`config.mk`:
```
export PLATFORM = sky130hd
export DESIGN_NAME = multi_tick_gen
export DESIGN_NICKNAME = d
export VERILOG_FILES = /design/src/rtl/tick_gen_pkg.sv /design/src/rtl/multi_tick_gen_channel.sv /design/src/rtl/multi_tick_gen.sv
export SDC_FILE = /design/constraint.sdc
export NUM_CORES = 1
export LEC_CHECK = 0
export CAP_MARGIN = 20
export CORE_MARGIN = 4
export CORE_UTILIZATION = 40
export DETAILED_ROUTE_END_ITERATION = 6
export GPL_ROUTABILITY_DRIVEN = 0
export HOLD_SLACK_MARGIN = 0.02
export PLACE_DENSITY = 0.54
export SLEW_MARGIN = 20
export SYNTH_ARGS = -nofsm -noshare
export SYNTH_HDL_FRONTEND = slang
export SYNTH_HIERARCHICAL = 1
export SYNTH_SLANG_ARGS = --single-unit
```
`constraint.sdc`:
```
create_clock -name clk_in -period 5.18 [get_ports clk_in]
set_input_delay 0.518 -clock clk_in [delete_from_list [all_inputs] [get_ports clk_in]]
set_output_delay 0.518 -clock clk_in [all_outputs]
set_load 0.01 [all_outputs]
```
`src/rtl/tick_gen_pkg.sv`:
```
// -----------------------------------------------------------------------------
// tick_gen_pkg
// Shared definitions for the multi-channel fractional tick generator:
//   MAX_CHANNELS / MAX_ACC_WIDTH  upper bounds for the top-level parameters
//   cfg_req_t                     one configuration request (channel, inc, imm)
//   calc_inc()                    rate-to-increment conversion, rounded to nearest
// -----------------------------------------------------------------------------
package tick_gen_pkg;

    localparam int MAX_CHANNELS  = 16;
    localparam int MAX_ACC_WIDTH = 32;

    typedef struct packed {
        logic [3:0]               chan;
        logic [MAX_ACC_WIDTH-1:0] inc;
        logic                     imm;
    } cfg_req_t;

    // inc = round(rate * 2^width / clk), computed in 64 bits so the shifted
    // rate cannot overflow for any realistic clock/rate pair.
    function automatic logic [63:0] calc_inc(input logic [63:0] clk_hz,
                                             input logic [63:0] rate_hz,
                                             input int unsigned width);
        return ((rate_hz << width) + (clk_hz >> 1)) / clk_hz;
    endfunction

endpackage

```
`src/rtl/multi_tick_gen_channel.sv`:
```
// -----------------------------------------------------------------------------
// multi_tick_gen_channel
// One phase-accumulator channel: emits a 1-cycle tick each time the fraction
// accumulator overflows, and toggles a square output on every tick.
// Ports:
//   clk_in, rst_in     clock, synchronous active-high reset
//   i_en               accumulate enable
//   i_sync             phase restart (acc and square cleared)
//   i_cfg_we           config write strobe (already qualified by valid&ready)
//   i_cfg_imm          1: apply increment now and clear phase; 0: defer
//   i_cfg_inc          new increment
//   o_tick             registered carry of the accumulator
//   o_square           toggles on every tick
//   o_pending          a deferred increment is waiting to be applied
// -----------------------------------------------------------------------------
module multi_tick_gen_channel
    import tick_gen_pkg::*;
#(
    parameter int                   ACC_WIDTH   = 16,
    parameter logic [ACC_WIDTH-1:0] DEFAULT_INC = '0
) (
    input  logic                 clk_in,
    input  logic                 rst_in,
    input  logic                 i_en,
    input  logic                 i_sync,
    input  logic                 i_cfg_we,
    input  logic                 i_cfg_imm,
    input  logic [ACC_WIDTH-1:0] i_cfg_inc,
    output logic                 o_tick,
    output logic                 o_square,
    output logic                 o_pending
);

    logic [ACC_WIDTH:0]   r_acc;
    logic [ACC_WIDTH-1:0] r_inc;
    logic [ACC_WIDTH-1:0] r_pend_inc;
    logic                 r_pending;
    logic                 r_square;
    logic [ACC_WIDTH:0]   w_sum;

    // The carry bit of r_acc is never fed back: only the fraction accumulates.
    assign w_sum = {1'b0, r_acc[ACC_WIDTH-1:0]} + {1'b0, r_inc};

    always_ff @(posedge clk_in) begin
        if (rst_in) begin
            r_acc      <= '0;
            r_inc      <= DEFAULT_INC;
            r_pend_inc <= '0;
            r_pending  <= 1'b0;
            r_square   <= 1'b0;
        end else begin
            if (i_sync) begin
                // Phase restart wins; a waiting deferred increment is kept.
                r_acc    <= '0;
                r_square <= 1'b0;
            end else if (i_cfg_we && i_cfg_imm) begin
                r_inc <= i_cfg_inc;
                r_acc <= '0;
            end else if (i_en) begin
                r_acc <= w_sum;
                if (w_sum[ACC_WIDTH]) begin
                    r_square <= ~r_square;
                end
                // The overflowing add used the old increment; the new one takes
                // over from the next add. A silent channel never carries, so it
                // takes the new value straight away.
                if (r_pending && (w_sum[ACC_WIDTH] || (r_inc == '0))) begin
                    r_inc     <= r_pend_inc;
                    r_pending <= 1'b0;
                end
            end else begin
                r_acc <= {1'b0, r_acc[ACC_WIDTH-1:0]};
                if (r_pending) begin
                    r_inc     <= r_pend_inc;
                    r_pending <= 1'b0;
                end
            end

            // A write is only accepted while nothing is pending, so this never
            // collides with the apply above.
            if (i_cfg_we && !i_cfg_imm) begin
                r_pend_inc <= i_cfg_inc;
                r_pending  <= 1'b1;
            end
        end
    end

    assign o_tick    = r_acc[ACC_WIDTH];
    assign o_square  = r_square;
    assign o_pending = r_pending;

endmodule

```
`src/rtl/multi_tick_gen.sv`:
```
// -----------------------------------------------------------------------------
// multi_tick_gen
// N-channel fractional-rate strobe generator. Each channel ticks at an average
// rate of inc/2^ACC_WIDTH per clock and drives a square wave at half that rate.
// Ports:
//   clk_in, rst_in     clock, synchronous active-high reset
//   en_in[c]           per-channel accumulate enable
//   sync_in[c]         per-channel phase restart pulse
//   cfg_valid_in       config request valid
//   cfg_ready_out      config request can be accepted
//   cfg_chan_in        target channel (out-of-range requests are accepted and dropped)
//   cfg_inc_in         new increment (0 silences the channel)
//   cfg_imm_in         1: apply now and clear phase; 0: apply at the next carry
//   tick_out[c]        1-cycle strobe
//   square_out[c]      toggles on every tick
//
// Handshake: a request transfers on the cycle where cfg_valid_in && cfg_ready_out.
// cfg_ready_out is combinational on cfg_chan_in and is low only while the addressed
// channel holds a deferred increment; it does not depend on cfg_valid_in.
// -----------------------------------------------------------------------------
module multi_tick_gen
    import tick_gen_pkg::*;
#(
    parameter int CHANNELS      = 4,
    parameter int ACC_WIDTH     = 16,
    parameter int CLK_FREQUENCY = 50000000,
    parameter int DEFAULT_RATE  = 115200,
    localparam int CW = (CHANNELS > 1) ? $clog2(CHANNELS) : 1
) (
    input  logic                 clk_in,
    input  logic                 rst_in,
    input  logic [CHANNELS-1:0]  en_in,
    input  logic [CHANNELS-1:0]  sync_in,
    input  logic                 cfg_valid_in,
    output logic                 cfg_ready_out,
    input  logic [CW-1:0]        cfg_chan_in,
    input  logic [ACC_WIDTH-1:0] cfg_inc_in,
    input  logic                 cfg_imm_in,
    output logic [CHANNELS-1:0]  tick_out,
    output logic [CHANNELS-1:0]  square_out
);

    localparam logic [63:0] DEFAULT_INC64 =
        calc_inc(64'(CLK_FREQUENCY), 64'(DEFAULT_RATE), ACC_WIDTH);
    localparam logic [ACC_WIDTH-1:0] DEFAULT_INC = DEFAULT_INC64[ACC_WIDTH-1:0];

    if (CHANNELS < 1 || CHANNELS > MAX_CHANNELS) begin : g_bad_channels
        $error("multi_tick_gen: CHANNELS out of range");
    end
    if (ACC_WIDTH < 1 || ACC_WIDTH > MAX_ACC_WIDTH) begin : g_bad_width
        $error("multi_tick_gen: ACC_WIDTH out of range");
    end
    if (DEFAULT_INC64 == 64'd0 || DEFAULT_INC64 >= (64'd1 << ACC_WIDTH)) begin : g_bad_inc
        $error("multi_tick_gen: default increment not representable");
    end

    cfg_req_t            w_req;
    logic                w_ready;
    logic [CHANNELS-1:0] w_pending;
    logic [CHANNELS-1:0] w_we;

    assign w_req = '{chan: 4'(cfg_chan_in),
                     inc:  MAX_ACC_WIDTH'(cfg_inc_in),
                     imm:  cfg_imm_in};

    // Unmatched channel numbers leave ready high so the request is swallowed.
    always_comb begin
        w_ready = 1'b1;
        for (int c = 0; c < CHANNELS; c++) begin
            if (w_req.chan == 4'(c)) begin
                w_ready = !w_pending[c];
            end
        end
    end

    assign cfg_ready_out = w_ready;

    for (genvar g = 0; g < CHANNELS; g++) begin : g_chan
        assign w_we[g] = cfg_valid_in && w_ready && (w_req.chan == 4'(g));

        multi_tick_gen_channel #(
            .ACC_WIDTH   (ACC_WIDTH),
            .DEFAULT_INC (DEFAULT_INC)
        ) u_chan (
            .clk_in    (clk_in),
            .rst_in    (rst_in),
            .i_en      (en_in[g]),
            .i_sync    (sync_in[g]),
            .i_cfg_we  (w_we[g]),
            .i_cfg_imm (w_req.imm),
            .i_cfg_inc (w_req.inc[ACC_WIDTH-1:0]),
            .o_tick    (tick_out[g]),
            .o_square  (square_out[g]),
            .o_pending (w_pending[g])
        );
    end

endmodule
```
==> metrics.yaml <==
period_share_pct: 58.31
fp.dieArea_um2: 32040
clkTransAtPathRegs_ns: 0.06
cts_made_buffers: 25
synth_xor_area_share_pct: 2.771
hp-class: "reg2reg"
root_buffer: "clkbuf_16"
maxSlewHeadroom_pct: 39.26
post_cts_resized: 0
drc: 0
initial_core_util_pct: 40.64
synth_mux_area_share_pct: 10.22
drtIter0Drc: 620
holdPathStages: 2
power_switching_mw: 0.9001
antenna_found_initial: 0
rsz0062_at_grt: "no"
syn-cell-area_um2: 11700
maxCapViolations: 0
finalSetupViolCount: 0
wl_per_cell_um: 16.64
clkSinkCount: 204
fp-row-count: 62
synth_most_common_cell: "nand2_1"
cts-htree-levels: 1
layout_min_cycle_time_ns: 3.020
insertion_delay_ns: 0.52
synthFlopType: "dfxtp_1"
syn_inst: 1399
die_h_um: 179
r2r_slack_ns: 2.29
rr_endpoint: "g_chan[2].u_chan/r_inc[0]"
synth_top_family_by_area: "simple AND/OR/NAND/NOR gates"
p_leak_nw: 4.966
yosys-top-cells-count: "nand2_1, dfxtp_1, a21oi_1"
status: "completed"
grtUsageMet2_pct: 29.77
finalMaxSlewViolations: 0
area_delta_synth_final_pct: 12.13
grt_pass1_vias: 9433
r2r_start: "g_chan[2].u_chan/r_inc[0]"
reg2regPathDepth: 8
synth_edf_count: 0
swShare_pct: 24.63
async_flop_share_pct: 0
grt_max_degree: 73
drive_gt1_share_pct: 9.225
power_density_nw_per_um2: 278.7
vias: 9937
crit_path_start: "cfg_imm_in"
io_buffers: 38
vdd_drop_max_uv: 190.3
antenna_left: 0
combPwrFrac_pct: 8.8
io_pins: 39
netlist-cell-type-count: 77
internal-power_mw: 2.755
synthAdderAreaFrac_pct: 7.531
fill_cells: 2850
grt_util_met1_pct: 27.07
worstSetupEndpointType: "register"
seqPwrFrac_pct: 44.3
fmax_ghz: 0.3311
fin_nets: 1501
power.total_mw: 3.655
ys_warn_count: 6
worstSetupStartpointType: "input port"
cp_max_fo: 23
avgSynthCellArea_um2: 8.360
worstMarginPinSlew_ns: 0.9083
post_cts_buffers: 0
routed_wl_um: 30030
pwr-share-clk_pct: 46.9
synth.top_cell.area_share_pct: 34.92
synth-simple-area-share_pct: 21.42
endpoint: "g_chan[0].u_chan/r_inc[6]"
coreArea_um2: 28780
synth.ff_latch_count: 204
use_met3_pct: 2.278
fin_tns_setup_ns: 0
grt_use_total_pct: 18.52
grt_pass1_wl_um: 48990
firstDrtPassIters: 5
synth_compound_area_share_pct: 19.01
finClkSkew_ns: 0.01273
clk_path_buf_depth: 3
crit_type: "in2reg"
die_x_um: 179
arrival_ns: 3.40
dpl.hpwl_um: 21010
cts_hold_buf: 0
synth_fp_nets: 1497
hold_viol_final: 0
ys_seq_area_share_pct: 34.92
cp_data_required_time_ns: 5.56
yosysTopAreaCell: "dfxtp_1"
cts_tree: "built"
grt-ovfl-total: 0
top_usage_layer: "met2"
vias_per_cell: 5.505
ys_top_cells_by_area: "dfxtp_1, ha_1, nand2_1"
[layout by cell type (no fill, tap or decap), drive strengths merged, types with 9 or more instances in the layout]
cell type | Yosys | routed
nand2 | 211 | 211
dfxtp | 204 | 204
a21oi | 156 | 156
nor2 | 115 | 115
mux2i | 77 | 77
ha | 64 | 64
nor3 | 47 | 47
o21ai | 46 | 46
clkdlybuf4s50 | 0 | 37
clkbuf | 52 | 36
mux2 | 35 | 35
a211oi | 34 | 34
xnor2 | 30 | 30
and3 | 30 | 30
nand3 | 27 | 27
a21o | 22 | 22
buf | 27 | 20
nor4 | 18 | 18
a31oi | 17 | 17
inv | 16 | 16
and2 | 16 | 16
nor2b | 14 | 14
nand4 | 12 | 12
nand3b | 12 | 12
or3 | 11 | 11
o211ai | 11 | 11
a211o | 11 | 11
o21bai | 9 | 9
[cells by family after synthesis]
kind of cell | Yosys count
adders and majority gates | 68
buffers and inverters | 96
and+or+nand+nor | 536
DFF | 204
xor gates and xnor gates | 37
AOI/OAI and AO/OA | 345
muxes | 113
[power by group through the flow]
stage	clock, mW	sequential, mW	combinational, mW
6_report	1.72	1.62	0.322
5_1_grt	1.83	1.62	0.356
4_1_cts	1.77	1.62	0.323
3_5_place_dp	0	1.65	0.321
3_3_place_gp	0	1.65	0.318
2_1_floorplan	0	1.64	0.224
[per-layer routing]
layer	wire [um]	vias up
li1	-	5058
met5	0	-
met4	440	0
met1	15110	4704
met2	13330	141
met3	1152	34
[state kept, by name, indices dropped and copies added (netlist names)]
signal,cells
g_chan.u_chan/o_pending,4
g_chan.u_chan/r_acc,68
g_chan.u_chan/r_inc,64
g_chan.u_chan/o_square,4
g_chan.u_chan/r_pend_inc,64
[worst min-delay path by stage]
stage | startpoint | endpoint
3_3_place_gp | g_chan[3].u_chan/r_pend_inc[12] | g_chan[3].u_chan/r_pend_inc[12]
4_1_cts | g_chan[1].u_chan/r_pend_inc[8] | g_chan[1].u_chan/r_pend_inc[8]
3_5_place_dp | g_chan[1].u_chan/r_pend_inc[8] | g_chan[1].u_chan/r_pend_inc[8]
6_report | g_chan[1].u_chan/r_pend_inc[2] | g_chan[1].u_chan/r_pend_inc[2]
2_1_floorplan | g_chan[0].u_chan/r_acc[9] | g_chan[0].u_chan/r_acc[9]
5_1_grt | g_chan[2].u_chan/r_pend_inc[6] | g_chan[2].u_chan/r_pend_inc[6]
[worst max-delay path: stages]
cell and delay, ns:
clkdlybuf4s50_1 0.98, and2_1 0.58, o21bai_1 0.17, a31oi_2 0.56, buf_4 0.32, mux2i_1 0.20, nor2_1 0.05
[final cells by class]
cell class | count | area [um^2] | share of cell area (%)
tap | 384 | 480.5 | 3.663
sequential | 204 | 4084 | 31.14
clock buffer | 36 | 737.0 | 5.619
multi-input combinational | 1099 | 7151 | 54.52
antenna | 1 | 2.502 | 0.01908
timing repair buffer | 57 | 528.0 | 4.026
inverter | 16 | 60.06 | 0.4579
clock inverter | 8 | 72.57 | 0.5533
[stage by stage]
stage	hold slack [ns]	instance area (um^2)	worst slack, ns	util, %	std cells
after global placement	0.4386	12280	1.451	42.66	1759
final	0.4537	13120	2.160	45.57	1805
after detailed placement	0.4451	12280	1.288	42.68	1759
after global routing	0.4686	13110	1.958	45.56	1804
after floorplan	0.4268	11700	2.916	-	1399
after CTS	0.4530	13090	1.826	45.49	1803
(Power assumes the default switching activity.)
